==> src/rtl/pipe_addsub_pkg.sv <==
`default_nettype none
// ------------------------------------------------------------------
// pipe_addsub_pkg : full-adder cell and skew-buffer layout helper
// Rev 1.0
// ------------------------------------------------------------------
package pipe_addsub_pkg;

  function automatic logic [1:0] full_add(input logic x, input logic y, input logic c);
    return {(x & y) | (c & (x ^ y)), x ^ y ^ c};
  endfunction

  // Chunk offset of the operand-B chunks parked behind stage k.
  function automatic int btri_base(input int k, input int stages);
    int n;
    n = 0;
    for (int i = 0; i < k; i++) n += stages - 1 - i;
    return n;
  endfunction

endpackage
`default_nettype wire

==> src/rtl/addsub_chunk.sv <==
`default_nettype none
// ------------------------------------------------------------------
// addsub_chunk : CW-bit ripple-carry adder from full-adder cells
// Rev 1.0
// ------------------------------------------------------------------
module addsub_chunk
  import pipe_addsub_pkg::*;
#(
  parameter int CW = 4
) (
  input  logic [CW-1:0] a,
  input  logic [CW-1:0] b,
  input  logic          ci,
  output logic [CW-1:0] s,
  output logic          co,
  output logic          c_msb
);

  logic [1:0] w_fa;
  logic       w_c;

  always_comb begin
    w_c   = ci;
    c_msb = ci;
    s     = '0;
    w_fa  = '0;
    for (int i = 0; i < CW; i++) begin
      if (i == CW - 1) c_msb = w_c;
      w_fa = full_add(a[i], b[i], w_c);
      s[i] = w_fa[0];
      w_c  = w_fa[1];
    end
    co = w_c;
  end

endmodule
`default_nettype wire

==> src/rtl/pipe_addsub.sv <==
`default_nettype none
// ------------------------------------------------------------------
// pipe_addsub : STAGES-deep chunked add/sub with valid/ready handshake
// Rev 1.0
// ------------------------------------------------------------------
module pipe_addsub
  import pipe_addsub_pkg::*;
#(
  parameter int WIDTH  = 16,
  parameter int STAGES = 4
) (
  input  logic             clk,
  input  logic             rst_n,
  input  logic             in_valid,
  output logic             in_ready,
  input  logic [WIDTH-1:0] a,
  input  logic [WIDTH-1:0] b,
  input  logic             cin,
  input  logic             sub,
  output logic             out_valid,
  input  logic             out_ready,
  output logic [WIDTH-1:0] sum,
  output logic             cout,
  output logic             ovf
);

  localparam int c_CW = WIDTH / STAGES;

  if ((STAGES < 1) || ((WIDTH % STAGES) != 0)) begin : g_bad_params
    $error("pipe_addsub: WIDTH must be a positive multiple of STAGES");
  end

  logic             w_adv;
  logic [WIDTH-1:0] w_bc;
  logic             w_c0;
  logic [WIDTH-1:0] w_nx [STAGES];
  logic [STAGES-1:0] w_co;
  logic [STAGES-1:0] w_v_nx;
  logic             w_ovf_nx;

  // Stage k word: result chunks 0..k below, still-unused A chunks above.
  logic [WIDTH-1:0] r_as [STAGES];
  logic [STAGES-1:0] r_c;
  logic [STAGES-1:0] r_v;
  logic             r_ovf;

  assign w_adv     = !r_v[STAGES-1] || out_ready;
  assign in_ready  = w_adv;
  assign w_bc      = b ^ {WIDTH{sub}};
  assign w_c0      = sub | cin;
  assign out_valid = r_v[STAGES-1];
  assign sum       = r_as[STAGES-1];
  assign cout      = r_c[STAGES-1];
  assign ovf       = r_ovf;

  always_comb begin
    w_v_nx    = r_v << 1;
    w_v_nx[0] = in_valid;
  end

  if (STAGES == 1) begin : g_single
    logic [WIDTH-1:0] w_s;
    logic             w_cm;

    addsub_chunk #(.CW(WIDTH)) u_chunk (
      .a     (a),
      .b     (w_bc),
      .ci    (w_c0),
      .s     (w_s),
      .co    (w_co[0]),
      .c_msb (w_cm)
    );

    assign w_nx[0]  = w_s;
    assign w_ovf_nx = w_co[0] ^ w_cm;
  end else begin : g_multi
    localparam int c_BTRI_W = btri_base(STAGES - 1, STAGES) * c_CW;

    logic [c_BTRI_W-1:0] w_bt_nx;
    logic [c_BTRI_W-1:0] r_bt;

    always_ff @(posedge clk or negedge rst_n) begin
      if (!rst_n)     r_bt <= '0;
      else if (w_adv) r_bt <= w_bt_nx;
    end

    for (genvar k = 0; k < STAGES; k++) begin : g_stage
      localparam int c_BOFF  = btri_base(k, STAGES) * c_CW;
      localparam int c_BPREV = btri_base(k - 1, STAGES) * c_CW;

      logic [WIDTH-1:0] w_in;
      logic [WIDTH-1:0] w_word;
      logic [c_CW-1:0]  w_bk;
      logic [c_CW-1:0]  w_s;
      logic             w_ci;
      logic             w_cm;

      if (k == 0) begin : g_first
        assign w_in = a;
        assign w_bk = w_bc[c_CW-1:0];
        assign w_ci = w_c0;
        assign w_bt_nx[c_BOFF +: (STAGES-1)*c_CW] = w_bc[WIDTH-1:c_CW];
      end else begin : g_next
        assign w_in = r_as[k-1];
        assign w_bk = r_bt[c_BPREV +: c_CW];
        assign w_ci = r_c[k-1];
        if (k < STAGES - 1) begin : g_fwd
          assign w_bt_nx[c_BOFF +: (STAGES-1-k)*c_CW] =
            r_bt[c_BPREV + c_CW +: (STAGES-1-k)*c_CW];
        end
      end

      addsub_chunk #(.CW(c_CW)) u_chunk (
        .a     (w_in[k*c_CW +: c_CW]),
        .b     (w_bk),
        .ci    (w_ci),
        .s     (w_s),
        .co    (w_co[k]),
        .c_msb (w_cm)
      );

      always_comb begin
        w_word                   = w_in;
        w_word[k*c_CW +: c_CW]   = w_s;
      end
      assign w_nx[k] = w_word;

      if (k == STAGES - 1) begin : g_msb
        assign w_ovf_nx = w_co[k] ^ w_cm;
      end else begin : g_mid
        logic w_cm_unused;
        assign w_cm_unused = w_cm;
      end
    end
  end

  always_ff @(posedge clk or negedge rst_n) begin
    if (!rst_n) begin
      r_v   <= '0;
      r_c   <= '0;
      r_ovf <= 1'b0;
      for (int k = 0; k < STAGES; k++) r_as[k] <= '0;
    end else if (w_adv) begin
      r_v   <= w_v_nx;
      r_c   <= w_co;
      r_ovf <= w_ovf_nx;
      for (int k = 0; k < STAGES; k++) r_as[k] <= w_nx[k];
    end
  end

endmodule
`default_nettype wire

==> config.mk <==
export PLATFORM = sky130hd
export DESIGN_NAME = pipe_addsub
export DESIGN_NICKNAME = d
export VERILOG_FILES = /design/src/rtl/pipe_addsub_pkg.sv /design/src/rtl/addsub_chunk.sv /design/src/rtl/pipe_addsub.sv
export SDC_FILE = /design/constraint.sdc
export NUM_CORES = 1
export LEC_CHECK = 0
export CAP_MARGIN = 20
export CORE_ASPECT_RATIO = 1.2
export CORE_MARGIN = 4
export CORE_UTILIZATION = 28
export CTS_CLUSTER_DIAMETER = 100
export DETAILED_ROUTE_END_ITERATION = 10
export GPL_TIMING_DRIVEN = 0
export PLACE_DENSITY = 0.43
export SYNTH_ARGS = -nofsm -noshare
export SYNTH_HDL_FRONTEND = slang
export SYNTH_SLANG_ARGS = --single-unit
==> constraint.sdc <==
create_clock -name clk -period 5.8 [get_ports clk]
set_input_delay 0.58 -clock clk [delete_from_list [all_inputs] [get_ports clk]]
set_output_delay 0.58 -clock clk [all_outputs]
set_load 0.01 [all_outputs]
==> run metrics, run 1 <==
status finished clean; Worst Clk Skew 0.00333 ns; IO buf count 56; antenna cells 0; # setup viols final 0; Leakage approximately 2.3 nW; Most common cell on crit path buf_6; routed wire length 8350 um; CP arrival 2.41 ns; vias in the first global route between 2000 and 2500; worst-margin pin slew 0.592 ns; CP startpoint out_ready; Yosys warning count 0; Yosys reg bits between 90 and 100; drt first pass iters 3; first-pass GRT wire length 13600 um; post-route antenna net violation count 0; ratio of cells with drive above 1 in the final layout 32.5%; relative slew slack between 60% and 70%; CTS Hold Buffers Added 0; # DRC 0; largest net degree at the start of global routing 64; Final Max Tran Viols 0; Worst VDD drop 0.151 mV; io pins between 50 and 60; clk root buf clkbuf_16; Mean Syn Cell Area 15.1 um^2; Row Count 48; Critical Path Max Stage Delay 0.55 ns; Worst Hold Slack 0.199 ns; sw power 0.787 mW; Initial Util 28.9%; HP Class in2async; # resized after CTS 0; Period minus WS final about 3 ns; Crit. End Element output pin; Clk pin slew, worst setup/hold paths 0.06 ns; worst r2r path cells 9; r2r setup slk 3.42 ns; Max Freq 334 MHz; cell count after placement 536; Total GRT Usage 10.5%; H-tree depth 3; number of setup buffers added after CTS 0; area grow syn2layout 26.8%; setup_tns 0 ns; Sw Ratio 29.1%; FILL cells 1426; Worst Setup EP in_ready; CP Class in2out; final hold vios 0; internal power 1.91 mW; worst skew pair latency 0.34 ns; crit-path max FO 10; Nets 401; DP HPWL 5940 um; routed vias/inst 4.10; Final Cell Area 5350 um^2; Post-Syn Area 4220 um^2; maximum root-to-sink buffer count 2; r2r endpoint ovf; crit-path leading delay family buffers and inverters; Reg power frac between 40 and 50%; RR Startpoint r_c[2]; CP Depth 7; CP Buf/Inv Count 6; Startpoint Class primary input; total grt overflow 0; net count after synthesis ~330; Pwr per Cell Area 504 nW/um^2; Max Cap Viol 0; Yosys cell types 17; final worst path period share 51.6%; GP Congestion 0.679; die area 17100 um^2; non-filler cells, final 551; combinational share of power 35.5%; Seq/Total Area, Yosys 57.5%; Die W roughly 120 um; antenna violations before repair 0; WL per Instance 15.2 um; worst-path cell chain clkdlybuf4s50_1 > nand2b_4 > buf_6 > buf_6 > buf_6 > buf_6 > clkdlybuf4s50_1; Cells after Synth 279; core area ~15000 um^2; total CTS buffers 9; Clock Power Share 22.1%; via count 2260; DP Area 5060 um^2; # clock sinks 97; CP max-delay cell clkdlybuf4s50_1; Pwr Total 2.70 mW; Die Y-Extent 143 um; Iteration-0 DRC Markers 115; CTS tree built; RSZ-0062 raised after global routing no; CP required around 5.2 ns
-- metal layers --
layer	routed length, um	vias up	share of wire [%]	track usage (%)
met2	4360	32	52	18.2
li1	-	1059	-	-
met3	198	10	2.4	2.43
met5	0	-	0	0
met1	3630	1159	43	12.7
met4	161	0	1.9	4.34
-- sequential cells by signal, indices dropped and copies added (netlist names) --
register              flops
g_multi.g_stage.w_in     48
g_multi.r_bt             24
ovf                       1
r_c                       4
r_v                       4
sum                      16
-- synth_stat cells --
cell type | number | area share, %
or2_2 | 1 | 0.15
inv_1 | 25 | 2.2
mux2i_1 | 3 | 0.71
a21oi_1 | 10 | 1.2
nand2b_1 | 1 | 0.15
dfrtp_1 | 97 | 57
buf_2 | 8 | 0.95
fa_1 | 16 | 7.6
buf_6 | 4 | 1.1
xor2_1 | 12 | 2.5
nor3b_1 | 10 | 1.8
clkbuf_1 | 2 | 0.18
mux2_4 | 4 | 1.4
mux2_2 | 79 | 21
buf_4 | 1 | 0.18
nand2b_4 | 1 | 0.33
xnor2_1 | 5 | 1.0
-- per-stage QoR --
stage / utilization (%) / setup WS (ns)
floorplan: - / 2.83
global placement: 34.5 / 0.262
detailed placement: 34.7 / 2.53
CTS: 36.7 / 2.78
global route: 36.7 / 2.69
finish: 36.7 / 2.81
-- final cells by class --
cell class | count | area (um^2) | area share (%)
flip-flops and latches | 97 | 2430 | 45.3
multi-input cells | 142 | 1600 | 29.9
repair buffers | 57 | 586 | 10.9
clock buffers | 12 | 256 | 4.79
well taps | 200 | 250 | 4.67
plain buffers | 15 | 100 | 1.87
inverters | 25 | 93.8 | 1.75
clock inverters | 3 | 40.0 | 0.748
-- power by group through the flow --
stage                     Combinational [mW]  Clock [mW]  Sequential [mW]
after global routing                    1.08       0.645             1.19
after CTS                              0.992       0.621             1.15
final                                  0.957       0.596             1.15
after detailed placement               0.988           0             1.17
after floorplan                        0.633           0             1.15
after global placement                 0.965           0             1.16
-- cell families (layout without fill, tap and decap cells) --
kind of cell / after synthesis / in the layout / synth area share [%]
simple gates: 13 / 13 / 2.40
fa+ha+maj: 16 / 16 / 7.59
mux: 86 / 86 / 23.2
flops: 97 / 97 / 57.5
xor+xnor: 17 / 17 / 3.53
buf+inv: 40 / 112 / 4.59
compound gates: 10 / 10 / 1.19
-- worst reg2reg max path: stages, from the launching register on --
cell and delay [ns]:
dfrtp_1 0.38, fa_1 0.19, inv_1 0.06, fa_1 0.41
inv_1 0.09, fa_1 0.21, inv_1 0.07, fa_1 0.46
xnor2_1 0.15, mux2_2 0.25
-- cell usage in the layout (no fill, tap or decap) --
cell              n
inv_1            25
xnor2_1           5
bufinv_16         1
xor2_1           12
a21oi_1          10
fa_1             16
clkbuf_16         9
clkdlybuf4s50_1  55
mux2_2           79
dfrtp_1          97
nand2b_1          1
mux2_4            4
mux2i_1           3
clkbuf_8          2
nand2b_4          1
buf_16            1
buf_4             2
buf_2             8
or2_2             1
nor3b_1          10
buf_6             4
clkbuf_1          3
clkinv_2          2
-- worst min-delay path by stage --
| stage | start | to | slack [ns] | depth (start not counted) |
|---|---|---|---|---|
| after floorplan | rst_n | g_multi.g_stage[1].w_in[0] | 0.28 | 0 |
| after CTS | rst_n | g_multi.r_bt[4] | 0.21 | 1 |
| final | rst_n | g_multi.r_bt[4] | 0.20 | 1 |
| after global placement | r_v[2] | r_v[3] | 0.45 | 1 |
| after detailed placement | r_v[2] | r_v[3] | 0.45 | 1 |
| after global routing | rst_n | g_multi.r_bt[4] | 0.23 | 1 |
No activity file was read; power rests on OpenSTA's default activity.
==> run 2: changes to the inputs <==
==> constraint.sdc (replaced) <==
create_clock -name clk -period 3.1 [get_ports clk]
set_input_delay 0.31 -clock clk [delete_from_list [all_inputs] [get_ports clk]]
set_output_delay 0.31 -clock clk [all_outputs]
set_load 0.01 [all_outputs]
==> run metrics, run 2 (synthesis results as in run 1) <==
crit-path max FO 10; post-route antenna net violation count 0; H-tree depth 3; Largest register FFs 48; CP required 3.32 ns; most common cell after layout, fill and taps aside dfrtp_1; Max Cap Viol 0; Critical Path Max Stage Delay 0.41 ns; GP Congestion 0.679; # DRC 0; relative slew slack 61.3%; Row Count 48; # setup viols final 0; Clk pin slew, worst setup/hold paths 0.06 ns; # clock sinks 97; core area approximately 15000 um^2; final worst path period share 84.8%; RSZ-0062 raised after global routing no; CP max-delay cell fa_1; Die W 120 um; Pwr per Cell Area approximately 940 nW/um^2; final core occ between 30 and 40%; total CTS buffers 9; r2r endpoint ovf; crit-path leading delay family adder cells; IO buf count between 50 and 60; Crit. End Element flop; routed vias/inst 4.11; clk root buf clkbuf_16; status finished clean; DP HPWL 5940 um; Leakage 2.29 nW; Worst Hold Slack 0.470 ns; RR Startpoint r_c[2]; most frequent cells in the layout 97 x dfrtp_1, 79 x mux2_2, 55 x clkdlybuf4s50_1, 25 x inv_1, 16 x fa_1; worst-path cell chain buf_2 > buf_4 > xor2_1 > fa_1 > inv_1 > fa_1 > fa_1 > inv_1 > fa_1 > mux2_2; Most common cell on crit path fa_1; Startpoint Class primary input; CP arrival approximately 2.9 ns; Period minus WS final 2.63 ns; maximum root-to-sink buffer count 2; Nets 402; first-pass GRT wire length 13600 um; Worst Clk Skew 0.00370 ns; io pins between 50 and 60; Final Max Tran Viols 0; drt first pass iters 6; total grt overflow 0; Die Y-Extent 143 um; area grow syn2layout 27.1%; r2r setup slk between 0.7 and 0.8 ns; antenna violations before repair 0; Iteration-0 DRC Markers about 120; worst skew pair latency approximately 0.34 ns; via count between 2000 and 2500; HP Class in2async; CP Buf/Inv Count 4; worst-margin pin slew 0.581 ns; final hold vios 0; CP Class in2reg; Total GRT Usage 10.5%; routed wire length around 8300 um; ratio of cells with drive above 1 in the final layout 32.4%; Worst VDD drop 0.282 mV; antenna cells 0; CTS tree built; Max Freq around 380 MHz; Initial Util 28.9%; largest net degree at the start of global routing 64; worst r2r path cells 9; die area 17100 um^2; vias in the first global route 2466; WL per Instance 15.1 um
==> run 2: changes by cell type in the layout (fill, tap and decap cells not counted) <==
| cell | before | now |
|---|---|---|
| dlygate4sd3_1 | 0 | 1 |
==> run 2: layout make-up <==
class	count	area [um^2]
multi-input cells	142	1600
fillers	1425	9230
well taps	200	250
plain buffers	15	100
clock buffers	12	256
clock inverters	3	40.0
flip-flops and latches	97	2430
repair buffers	58	596
inverters	25	93.8
==> run 2: worst reg2reg max path: stages (launching register included) <==
cell     delay [ns]
dfrtp_1        0.39
fa_1           0.19
inv_1          0.06
fa_1           0.41
inv_1          0.09
fa_1           0.21
inv_1          0.07
fa_1           0.46
xnor2_1        0.15
mux2_2         0.25
==> run 2: layer usage <==
| metal | GRT usage [%] | up-vias | share of wire [%] |
|---|---|---|---|
| met4 | 4.34 | 0 | 2.0 |
| li1 | - | 1063 | - |
| met2 | 18.2 | 32 | 53 |
| met5 | 0 | - | 0 |
| met3 | 2.43 | 11 | 2.0 |
| met1 | 12.7 | 1165 | 43 |
==> run 2: worst max-delay path by stage <==
stage	start	end	slack (ns)	depth (start not counted)
final	sub	g_multi.g_stage[1].w_in[3]	0.47	10
after global routing	sub	g_multi.g_stage[1].w_in[3]	0.26	10
after CTS	sub	g_multi.g_stage[1].w_in[3]	0.42	10
after detailed placement	sub	g_multi.g_stage[1].w_in[3]	0.10	10
after global placement	rst_n	sum[2]	-2.17	1
after floorplan	sub	g_multi.g_stage[1].w_in[3]	0.40	10
==> run 2: per-stage QoR <==
stage | instances | cell area, um^2 | worst slack, ns | total power, mW | TNS (ns)
2_1_floorplan | 279 | 4220 | 0.402 | 3.33 | 0
3_3_place_gp | 535 | 5030 | -2.17 | 3.98 | -209.63
3_5_place_dp | 536 | 5060 | 0.103 | 4.03 | 0
4_1_cts | 552 | 5360 | 0.417 | 5.18 | 0
5_1_grt | 552 | 5360 | 0.262 | 5.45 | 0
6_report | 552 | 5360 | 0.471 | 5.05 | 0
==> run 2: repair_timing <==
item                                   CTS  global route
endpoints found under the hold margin   34             0
gates resized for setup                  0             0
buffers inserted                         0             0
hold buffers                             1             0
==> run 2: report_power, final <==
group          internal [mW]  switching, mW  total, mW
registers               1.84          0.305       2.15
logic                   1.08          0.713       1.79
clock network          0.663          0.450       1.11
total                   3.58           1.47       5.05
